<file path="config.mk">
export PLATFORM = sky130hd
export DESIGN_NAME = calc_sequencer_flat
export DESIGN_NICKNAME = d
export VERILOG_FILES = /design/src/rtl/calc_sequencer_if.sv /design/src/rtl/calc_sequencer.sv /design/src/flat_wrapper.sv
export SDC_FILE = /design/constraint.sdc
export NUM_CORES = 1
export LEC_CHECK = 0
export CORE_MARGIN = 8
export CORE_UTILIZATION = 50
export DETAILED_ROUTE_END_ITERATION = 12
export MAX_ROUTING_LAYER = met4
export PLACE_DENSITY = 0.71
export SLEW_MARGIN = 0
export SYNTH_ARGS = -nofsm -noshare
export SYNTH_HDL_FRONTEND = slang
export SYNTH_SLANG_ARGS = --single-unit
</file>
<file path="constraint.sdc">
create_clock -name clk -period 3.7 [get_ports clk]
set_clock_uncertainty 0.05 [all_clocks]
set_input_delay 0.74 -clock clk [delete_from_list [all_inputs] [get_ports clk]]
set_output_delay 0.74 -clock clk [all_outputs]
set_load 0.01 [all_outputs]
</file>
<file path="src/rtl/calc_sequencer_if.sv">
// Switch/button inputs and display-side outputs of the calculator sequencer.
`timescale 1ns/1ps
interface calc_sequencer_if #(parameter int WIDTH = 9);
    logic [WIDTH-1:0] num_in;
    logic [1:0]       op_in;
    logic             enter;
    logic             clear;
    logic [WIDTH-1:0] mem_a;
    logic [WIDTH-1:0] mem_b;
    logic [WIDTH-1:0] result;
    logic             ovf;
    logic [2:0]       state;
    logic             busy;
    logic             done;

    modport master (
        output num_in, op_in, enter, clear,
        input  mem_a, mem_b, result, ovf, state, busy, done
    );

    modport slave (
        input  num_in, op_in, enter, clear,
        output mem_a, mem_b, result, ovf, state, busy, done
    );
endinterface

</file>
<file path="src/rtl/calc_sequencer.sv">
// Operand-entry sequencer and ALU for the calculator, with a shift-add multiplier.
// state  | meaning
// S_A    | wait for enter, capture first operand
// S_OP   | wait for enter, capture operator
// S_B    | wait for enter, capture second operand
// S_CALC | operation running (1 cycle, or WIDTH+2 cycles for mul)
// S_SHOW | result displayed; enter chains result into first operand
`timescale 1ns/1ps
module calc_sequencer #(
    parameter int WIDTH       = 9,
    parameter int SYNC_STAGES = 2
) (
    input logic             clk,
    input logic             rst,
    calc_sequencer_if.slave bus
);
    localparam int CW = $clog2(WIDTH + 1);
    localparam logic [2*WIDTH-1:0] LIM_POS = (2*WIDTH)'((1 << (WIDTH-1)) - 1);
    localparam logic [2*WIDTH-1:0] LIM_NEG = (2*WIDTH)'(1 << (WIDTH-1));

    typedef enum logic [2:0] {
        S_A    = 3'd0,
        S_OP   = 3'd1,
        S_B    = 3'd2,
        S_CALC = 3'd3,
        S_SHOW = 3'd4
    } state_t;

    state_t                 state_q, state_d;
    logic [WIDTH-1:0]       mem_a_q, mem_a_d;
    logic [WIDTH-1:0]       mem_b_q, mem_b_d;
    logic [WIDTH-1:0]       result_q, result_d;
    logic                   ovf_q, ovf_d;
    logic                   done_q, done_d;
    logic [1:0]             op_q, op_d;
    logic                   mul_act_q, mul_act_d;
    logic [CW-1:0]          cnt_q, cnt_d;
    logic [2*WIDTH-1:0]     mcand_q, mcand_d;
    logic [WIDTH-1:0]       mplier_q, mplier_d;
    logic [2*WIDTH-1:0]     acc_q, acc_d;
    logic [SYNC_STAGES-1:0] enter_sync_q, clear_sync_q;
    logic                   enter_prev_q;

    logic                   enter_s, enter_p, clear_s;
    logic [WIDTH-1:0]       sum, diff;
    logic                   prod_neg;
    logic [2*WIDTH-1:0]     prod_signed;

    // Magnitude fits WIDTH bits unsigned, including the most negative value.
    function automatic logic [WIDTH-1:0] mag(input logic [WIDTH-1:0] v);
        return v[WIDTH-1] ? -v : v;
    endfunction

    assign enter_s     = enter_sync_q[SYNC_STAGES-1];
    assign clear_s     = clear_sync_q[SYNC_STAGES-1];
    assign enter_p     = enter_s & ~enter_prev_q;
    assign sum         = mem_a_q + mem_b_q;
    assign diff        = mem_a_q - mem_b_q;
    assign prod_neg    = mem_a_q[WIDTH-1] ^ mem_b_q[WIDTH-1];
    assign prod_signed = prod_neg ? -acc_q : acc_q;

    always_ff @(posedge clk) begin
        if (rst) begin
            state_q      <= S_A;
            mem_a_q      <= '0;
            mem_b_q      <= '0;
            result_q     <= '0;
            ovf_q        <= 1'b0;
            done_q       <= 1'b0;
            op_q         <= '0;
            mul_act_q    <= 1'b0;
            cnt_q        <= '0;
            mcand_q      <= '0;
            mplier_q     <= '0;
            acc_q        <= '0;
            enter_sync_q <= '0;
            clear_sync_q <= '0;
            enter_prev_q <= 1'b0;
        end else begin
            state_q      <= state_d;
            mem_a_q      <= mem_a_d;
            mem_b_q      <= mem_b_d;
            result_q     <= result_d;
            ovf_q        <= ovf_d;
            done_q       <= done_d;
            op_q         <= op_d;
            mul_act_q    <= mul_act_d;
            cnt_q        <= cnt_d;
            mcand_q      <= mcand_d;
            mplier_q     <= mplier_d;
            acc_q        <= acc_d;
            enter_sync_q <= SYNC_STAGES'({enter_sync_q, bus.enter});
            clear_sync_q <= SYNC_STAGES'({clear_sync_q, bus.clear});
            enter_prev_q <= enter_s;
        end
    end

    always_comb begin
        state_d   = state_q;
        mem_a_d   = mem_a_q;
        mem_b_d   = mem_b_q;
        result_d  = result_q;
        ovf_d     = ovf_q;
        done_d    = 1'b0;
        op_d      = op_q;
        mul_act_d = mul_act_q;
        cnt_d     = cnt_q;
        mcand_d   = mcand_q;
        mplier_d  = mplier_q;
        acc_d     = acc_q;

        if (clear_s) begin
            state_d   = S_A;
            mem_a_d   = '0;
            mem_b_d   = '0;
            result_d  = '0;
            ovf_d     = 1'b0;
            op_d      = '0;
            mul_act_d = 1'b0;
            cnt_d     = '0;
            mcand_d   = '0;
            mplier_d  = '0;
            acc_d     = '0;
        end else begin
            case (state_q)
                S_A: if (enter_p) begin
                    mem_a_d = bus.num_in;
                    state_d = S_OP;
                end
                S_OP: if (enter_p) begin
                    op_d    = bus.op_in;
                    state_d = S_B;
                end
                S_B: if (enter_p) begin
                    mem_b_d = bus.num_in;
                    state_d = S_CALC;
                end
                S_CALC: begin
                    if (op_q == 2'b10) begin
                        // Load cycle, then WIDTH iterations, then sign/overflow finalize.
                        if (!mul_act_q) begin
                            mcand_d   = {{WIDTH{1'b0}}, mag(mem_a_q)};
                            mplier_d  = mag(mem_b_q);
                            acc_d     = '0;
                            cnt_d     = CW'(WIDTH);
                            mul_act_d = 1'b1;
                        end else if (cnt_q != '0) begin
                            if (mplier_q[0]) acc_d = acc_q + mcand_q;
                            mcand_d  = mcand_q << 1;
                            mplier_d = mplier_q >> 1;
                            cnt_d    = cnt_q - CW'(1);
                        end else begin
                            result_d  = prod_signed[WIDTH-1:0];
                            ovf_d     = prod_neg ? (acc_q > LIM_NEG) : (acc_q > LIM_POS);
                            mul_act_d = 1'b0;
                            done_d    = 1'b1;
                            state_d   = S_SHOW;
                        end
                    end else begin
                        case (op_q)
                            2'b00: begin
                                result_d = sum;
                                ovf_d    = (mem_a_q[WIDTH-1] == mem_b_q[WIDTH-1]) &&
                                           (sum[WIDTH-1] != mem_a_q[WIDTH-1]);
                            end
                            2'b01: begin
                                result_d = diff;
                                ovf_d    = (mem_a_q[WIDTH-1] != mem_b_q[WIDTH-1]) &&
                                           (diff[WIDTH-1] != mem_a_q[WIDTH-1]);
                            end
                            default: begin
                                result_d = mem_b_q;
                                ovf_d    = 1'b0;
                            end
                        endcase
                        done_d  = 1'b1;
                        state_d = S_SHOW;
                    end
                end
                S_SHOW: if (enter_p) begin
                    mem_a_d = result_q;
                    mem_b_d = '0;
                    state_d = S_OP;
                end
                default: state_d = S_A;
            endcase
        end
    end

    assign bus.mem_a  = mem_a_q;
    assign bus.mem_b  = mem_b_q;
    assign bus.result = result_q;
    assign bus.ovf    = ovf_q;
    assign bus.state  = state_q;
    assign bus.busy   = (state_q == S_CALC);
    assign bus.done   = done_q;
endmodule

</file>
<file path="src/flat_wrapper.sv">
// flat-port wrapper written by rule: the top's interface ports become plain ports
module calc_sequencer_flat 
#(
    parameter int WIDTH       = 9,
    parameter int SYNC_STAGES = 2
)
  (clk, rst, bus_num_in, bus_op_in, bus_enter, bus_clear, bus_mem_a, bus_mem_b, bus_result, bus_ovf, bus_state, bus_busy, bus_done);
  calc_sequencer_if #(.WIDTH(WIDTH)) bus_i ();
  input logic clk;
  input logic rst;
  input wire logic [$bits(bus_i.num_in)-1:0] bus_num_in;
  input wire logic [$bits(bus_i.op_in)-1:0] bus_op_in;
  input wire logic [$bits(bus_i.enter)-1:0] bus_enter;
  input wire logic [$bits(bus_i.clear)-1:0] bus_clear;
  output wire logic [$bits(bus_i.mem_a)-1:0] bus_mem_a;
  output wire logic [$bits(bus_i.mem_b)-1:0] bus_mem_b;
  output wire logic [$bits(bus_i.result)-1:0] bus_result;
  output wire logic [$bits(bus_i.ovf)-1:0] bus_ovf;
  output wire logic [$bits(bus_i.state)-1:0] bus_state;
  output wire logic [$bits(bus_i.busy)-1:0] bus_busy;
  output wire logic [$bits(bus_i.done)-1:0] bus_done;
  assign bus_i.num_in = bus_num_in;
  assign bus_i.op_in = bus_op_in;
  assign bus_i.enter = bus_enter;
  assign bus_i.clear = bus_clear;
  assign bus_mem_a = bus_i.mem_a;
  assign bus_mem_b = bus_i.mem_b;
  assign bus_result = bus_i.result;
  assign bus_ovf = bus_i.ovf;
  assign bus_state = bus_i.state;
  assign bus_busy = bus_i.busy;
  assign bus_done = bus_i.done;
  calc_sequencer #(.WIDTH(WIDTH), .SYNC_STAGES(SYNC_STAGES)) u_core (.clk(clk), .rst(rst), .bus(bus_i));
endmodule
</file>
Word level (Yosys, flattened, before mapping)
Cells that the tools add are included.
Widths: inputs -> output; s select.
{"block": "op_classes", "n_eq_ne": 21, "muxes": 38, "n_bitwise": 4, "reduce_logical": 18, "addsub": 7, "order_cmp": 2}
{"cell": "$mux 9", "n": 11}
{"cell": "$mux 18", "n": 5}
{"cell": "$pmux 9 s2", "n": 3}
{"cell": "$neg 9->9", "n": 3}
{"cell": "$add 18x18->18", "n": 1}
{"cell": "$gt 18x8->1 const B", "n": 1}
{"cell": "$gt 18x9->1 const B", "n": 1}
{"cell": "$mux 3", "n": 6}
{"cell": "$ne 2x1->1 const B", "n": 6}
{"cell": "$pmux 3 s4", "n": 1}
{"cell": "$reduce_and 3->1", "n": 4}
{"cell": "$add 9x9->9", "n": 1}
{"cell": "$mux 1", "n": 9}
{"cell": "$sub 9x9->9", "n": 1}
{"cell": "$mux 4", "n": 2}
{"cell": "$eq 3x2->1 const B", "n": 2}
{"cell": "$ne 2x2->1 const B", "n": 3}
{"cell": "$reduce_and 5->1", "n": 1}
{"cell": "$reduce_and 2->1", "n": 2}
{"cell": "$reduce_and 4->1", "n": 1}
{"cell": "$reduce_bool 2->1", "n": 2}
{"cell": "$reduce_bool 4->1", "n": 1}
{"cell": "$reduce_or 2->1", "n": 2}
{"cell": "$sub 4x1->4 const B", "n": 1}
{"cell": "other kinds (16)", "n": 20}
{"block": "word_totals", "inputBits": 15, "word_cells": 105, "ff_bits": 89, "out_inout_bits": 33}

Logic depth before layout (Yosys ltp)
{"block": "depth", "word_depth": 5, "depth_mapped": 11}

Worst setup path after synthesis
No wires, ideal clock.
{"block": "synth_path", "path_type": "reg-to-reg", "start": "register u_core.mem_b_q[0] (netlist: u_core.bus.mem_b[0])", "end": "register u_core.result_q[8] (netlist: u_core.bus.result[8])", "path_stages_with_launch": 11, "t_arrival_ns": 2.420, "slack_ns": 1.159, "setup_ns": 0.071, "path_buffers": 0, "t_required_ns": 3.579, "path_cell_list": "dfxtp_1 ha_1 inv_1 fa_1 a21oi_1 o211ai_1 o41ai_1 xor2_1 or3_1 o2bb2ai_1 a21oi_1"}
{"block": "synth_via", "elab_chain_len": 3}
{"item": "from (decl)", "line": "calc_sequencer.sv:31", "text": "logic [WIDTH-1:0] mem_b_q, mem_b_d;"}
{"item": "from (signal assigned)", "line": "calc_sequencer.sv:82", "text": "mem_b_q <= mem_b_d;"}
{"item": "$sub 9x9->9 or $add 9x9->9 (tied branches)", "line": "calc_sequencer.sv:58, calc_sequencer.sv:57"}
{"item": "$pmux 9 s2 (*)", "line": "calc_sequencer.sv:160", "text": "case (op_q)"}
{"item": "$mux 9 (*)", "line": "calc_sequencer.sv:139", "text": "if (op_q == 2'b10) begin"}
{"item": "to (signal assigned)", "line": "calc_sequencer.sv:83", "text": "result_q <= result_d;"}
{"item": "to (decl)", "line": "calc_sequencer.sv:32", "text": "logic [WIDTH-1:0] result_q, result_d;"}
Every way passes the cells marked *; elsewhere a longest branch is shown, timed or not.
A chain may end at the register's enable or synchronous reset.

Final worst setup path
{"block": "layout_path", "start": "register u_core.mem_b_q[1] (netlist: u_core.bus.mem_b[1])", "end": "register u_core.result_q[8] (netlist: u_core.bus.result[8])"}
The elaborated chain is that of the path after synthesis.

==> run summary <==
The clock transition time at the flip-flop clock pins of the worst setup and hold paths was 0.08 ns. The tools report the setup-violating endpoint count in the final report as 0. Detailed placement ended at an HPWL of 12.2 mm. Count of cells along the worst register-to-register path: 9.

The die height is 122 um, and the reported leakage power is 2.41 nW. The tools report the area taken by flip-flops and latches as 1780 um2. The combinational family with the most area after synthesis is compound AO/OA/AOI/OAI gates. The worst setup path is captured at a register. The final critical path time including I/O delays and setup was 2.96 ns.

The worst-case IR drop observed on VDD is 0.257 mV. The flow ran to the end, and the final reports show no timing, DRC or antenna violations. The longest clock path from root to sink contains 2 buffers.

CTS built an H-tree with a depth of 3. The total number of vias is 5308, and the simple logic cell fraction of the synthesized area is 22.6%. The average routed wire per standard cell came out at 17.7 um. For the worst-skew pair, the clock arrives at the later sink with an insertion delay of 0.38 ns. Compared with the post-synthesis result, the final layout area differs by 14.9%. The run gives 16.2 mm as the sum of routed wire length over all layers. The data required time at the worst endpoint was 3.95 ns; the number of diodes added for antenna fixing was 0. The top-level port count came out at 48.

Leaving out fill and tap cells, the most frequent cell in the layout is sky130_fd_sc_hd__nand2_1. Flip-flop cell with the highest count after synthesis: sky130_fd_sc_hd__dfxtp_1. TritonCTS built the clock tree. The adder-cell area share of the yosys netlist was 9.61%. Area of the die: 14800 um2. The worst setup path is of the reg -> reg kind. Counting every net in the synthesized netlist gives 790. In the final layout, the share of cells above drive strength 1 is 4.91%.

The netlist area before placement was 5570 um2; the post-synthesis cell type count was 60. Clock tree synthesis inserted a total of 9 buffers. The startpoint of the worst-slack reg-to-reg timing path is u_core.bus.mem_b[1]$_SDFFE_PP0P_.

The run gives 0 as the initial antenna violation count. The data arrival time of the worst path came out at 3.21 ns. Setup repair after global routing left no endpoint under its margin. Based on the critical path, the design can be clocked at up to 0.338 GHz.

The worst hold path terminates at u_core.clear_sync_q[1]$_SDFF_PP0_. The floorplan has 38 rows. Sequential elements use 32.0% of the synthesized area.

Headroom to the max-slew limit: 49.9%. The worst hold path belongs to the class reg -> reg. The tools report the pin count of the biggest net entering global routing as 52. The kind of start point of the critical path is a register. The run gives 0.74 ns as the internal reg-to-reg setup slack. The tools report the via count of the first global-routing pass as 5144. The cell count after synthesis is 734, and the post-detailed-route DRC marker count is 0. For the overall routing resource usage, the log shows 23.3%. Before antenna repair, the detailed router went through 7 iterations. Across the run, the number of max-cap violations was 0.

The final global-route overflow total came out at 0. The count of flip-flops with a built-in enable after synthesis is 0. At the pin with the least slew margin, the transition time is 0.748 ns.

The core region is 10800 um2. The number of clock sinks was 89. The clock tree root buffer cell was sky130_fd_sc_hd__clkbuf_8. Leaving out fill and tap cells, the most frequent cells in the layout are sky130_fd_sc_hd__nand2_1 (107), sky130_fd_sc_hd__dfxtp_1 (89), sky130_fd_sc_hd__a21oi_1 (78), sky130_fd_sc_hd__nor2_1 (67), sky130_fd_sc_hd__o21ai_0 (54). Buffers inserted to repair hold after CTS numbered 0. Once the clock tree was built, the setup fixing pass inserted 0 buffers.

The first global-routing pass estimated 26.5 mm of wire. The number of buffers added on ports came out at 47. The synthesized netlist devotes 22.6% of its cell area to compound gates. The width of the chip is 122 um, and the hold-critical path depth is 1. After synthesis, the share of flip-flops with an asynchronous set or reset is 0%. Of the available clock period, the critical path in the final layout requires 79.9%. In the routed layout, each cell is associated on average with a via count of 5.81. The detailed router finished its first iteration with 345 violations. Counting the fill cells in the layout gives 1014. The final RePlAce weighted congestion was 1.00; the synthesized area divided by synthesized cell count was 7.59 um2.

In the final layout, the multi-input gates occupy 3550 um2. The count of warnings emitted by yosys was 0; the power density over cell area was 292 nW/um2. The maximum fanout count along the critical path is 8, and the worst hold slack is 0.392 ns. For the final-report hold violation count, the log shows 0. In this run the critical register-to-register path is captured at u_core.bus.result[8]$_SDFFE_PP0P_. Flip-flop and latch count after synthesis: 89.

Once detail routing completed, the nets flagged for antenna violations numbered 0. The run gives 0 as the count of final max-slew check failures. The area share of xor/xnor cells in the synthesized design works out to 6.60%. The startpoint of the lowest-slack hold path was u_core.clear_sync_q[0]$_SDFF_PP0_.

Of the post-synthesis cell area, the part taken by muxes is 2.22%. For the number of instances resized during post-cts repair, the log shows 0. At the end of the flow, the number of nets in the layout was 825.

The final total negative setup slack is 0 ns. For this configuration, the core starts out at a cell density of 51.4%.
==> Yosys cell counts (all sizes together) (3+ instances only) <==
master | number | area [um2]
dfxtp | 89 | 1780
xor2 | 18 | 158
fa | 3 | 60.1
a21oi | 78 | 390
a22o | 3 | 26.3
nor2 | 68 | 255
xnor2 | 24 | 210
a211oi | 8 | 65.1
mux2i | 9 | 90.1
a31oi | 14 | 93.8
o21a | 5 | 37.5
a21o | 8 | 60.1
o21ai | 58 | 294
inv | 27 | 101
o211ai | 4 | 30.0
ha | 38 | 475
nand4 | 6 | 37.5
o31ai | 6 | 45.0
buf | 6 | 27.5
nand2 | 107 | 402
o41ai | 4 | 42.6
a22oi | 6 | 45.0
and2 | 6 | 37.5
nor3 | 15 | 75.1
nand3 | 33 | 165
nor2b | 13 | 81.3
nand2b | 10 | 62.6
or3 | 7 | 43.8
clkbuf | 31 | 116
nor4 | 3 | 18.8
==> per-stage QoR <==
stage                     instance area [um2]  instances  power [W]  setup slack [ns]  utilization, %
after floorplan                          5570        734    0.00108              1.16               -
after global placement                   6180        898    0.00114             0.906            57.0
after detailed placement                 6180        898    0.00114             0.811            57.0
after CTS                                6400        914    0.00189             0.766            59.1
after global routing                     6400        914    0.00194             0.505            59.1
final                                    6400        914    0.00187             0.745            59.1
==> worst max-delay path: stages, from the launching register on <==
cell and delay (ns):
sky130_fd_sc_hd__dfxtp_1 0.51, sky130_fd_sc_hd__inv_1 0.17, sky130_fd_sc_hd__fa_1 0.47, sky130_fd_sc_hd__a21oi_1 0.18
sky130_fd_sc_hd__o211ai_1 0.15, sky130_fd_sc_hd__o41ai_1 0.62, sky130_fd_sc_hd__xor2_1 0.13, sky130_fd_sc_hd__or3_1 0.34
sky130_fd_sc_hd__o2bb2ai_1 0.12, sky130_fd_sc_hd__a21oi_1 0.14
==> state kept, by name, indices dropped and copies added (netlist names), 2 cells and up <==
signal / count
u_core.clear_sync_q: 2
u_core.op_q: 2
u_core.bus.mem_b: 9
u_core.mplier_q: 9
u_core.bus.result: 9
u_core.bus.state: 3
u_core.cnt_q: 4
u_core.acc_q: 18
u_core.mcand_q: 18
u_core.bus.mem_a: 9
u_core.enter_sync_q: 2
==> final cells by class <==
type | count | area share [%]
inverters | 28 | 1.64
flip-flops and latches | 89 | 27.8
clock inverters | 4 | 1.19
well taps | 140 | 2.73
clock buffers | 12 | 2.27
multi-input cells | 580 | 55.4
repair buffers | 61 | 8.99
==> report_power, final <==
group          total, W  internal [W]  leakage [nW]  switching [W]
Combinational  0.000139     0.0000594          1.58      0.0000800
Clock          0.000752      0.000401         0.107       0.000351
Sequential     0.000980      0.000965         0.718      0.0000152
==> cell families (layout without fill, tap and decap cells) <==
group / Yosys count / after routing
mux: 11 / 11
xor+xnor: 42 / 42
fa+ha+maj: 41 / 41
compound gates: 208 / 208
simple gates: 278 / 278
flops: 89 / 89
buf+inv: 65 / 105
==> how the worst max path moves through the flow <==
| stage | start | endpoint | slack [ns] |
|---|---|---|---|
| CTS | u_core.bus.mem_b[1]$_SDFFE_PP0P_ | u_core.bus.result[8]$_SDFFE_PP0P_ | 0.77 |
| global route | u_core.bus.mem_b[1]$_SDFFE_PP0P_ | u_core.bus.result[8]$_SDFFE_PP0P_ | 0.50 |
| floorplan | u_core.bus.mem_b[0]$_SDFFE_PP0P_ | u_core.bus.result[8]$_SDFFE_PP0P_ | 1.16 |
| detailed placement | u_core.bus.mem_b[1]$_SDFFE_PP0P_ | u_core.bus.result[8]$_SDFFE_PP0P_ | 0.81 |
| finish | u_core.bus.mem_b[1]$_SDFFE_PP0P_ | u_core.bus.result[8]$_SDFFE_PP0P_ | 0.74 |
| global placement | u_core.bus.mem_b[1]$_SDFFE_PP0P_ | u_core.bus.result[8]$_SDFFE_PP0P_ | 0.91 |
==> per-layer routing <==
layer  vias to the layer above  share of wire, %  track usage (%)  wire length [um]
met5                         -                 0                -                 0
met4                         0               2.3             8.40               375
met3                        25               5.6             4.26               914
met2                       150                47             36.9              7590
met1                      2494                45             29.0              7320
li1                       2639                 -                -                 -
(Power assumes the default switching activity.)
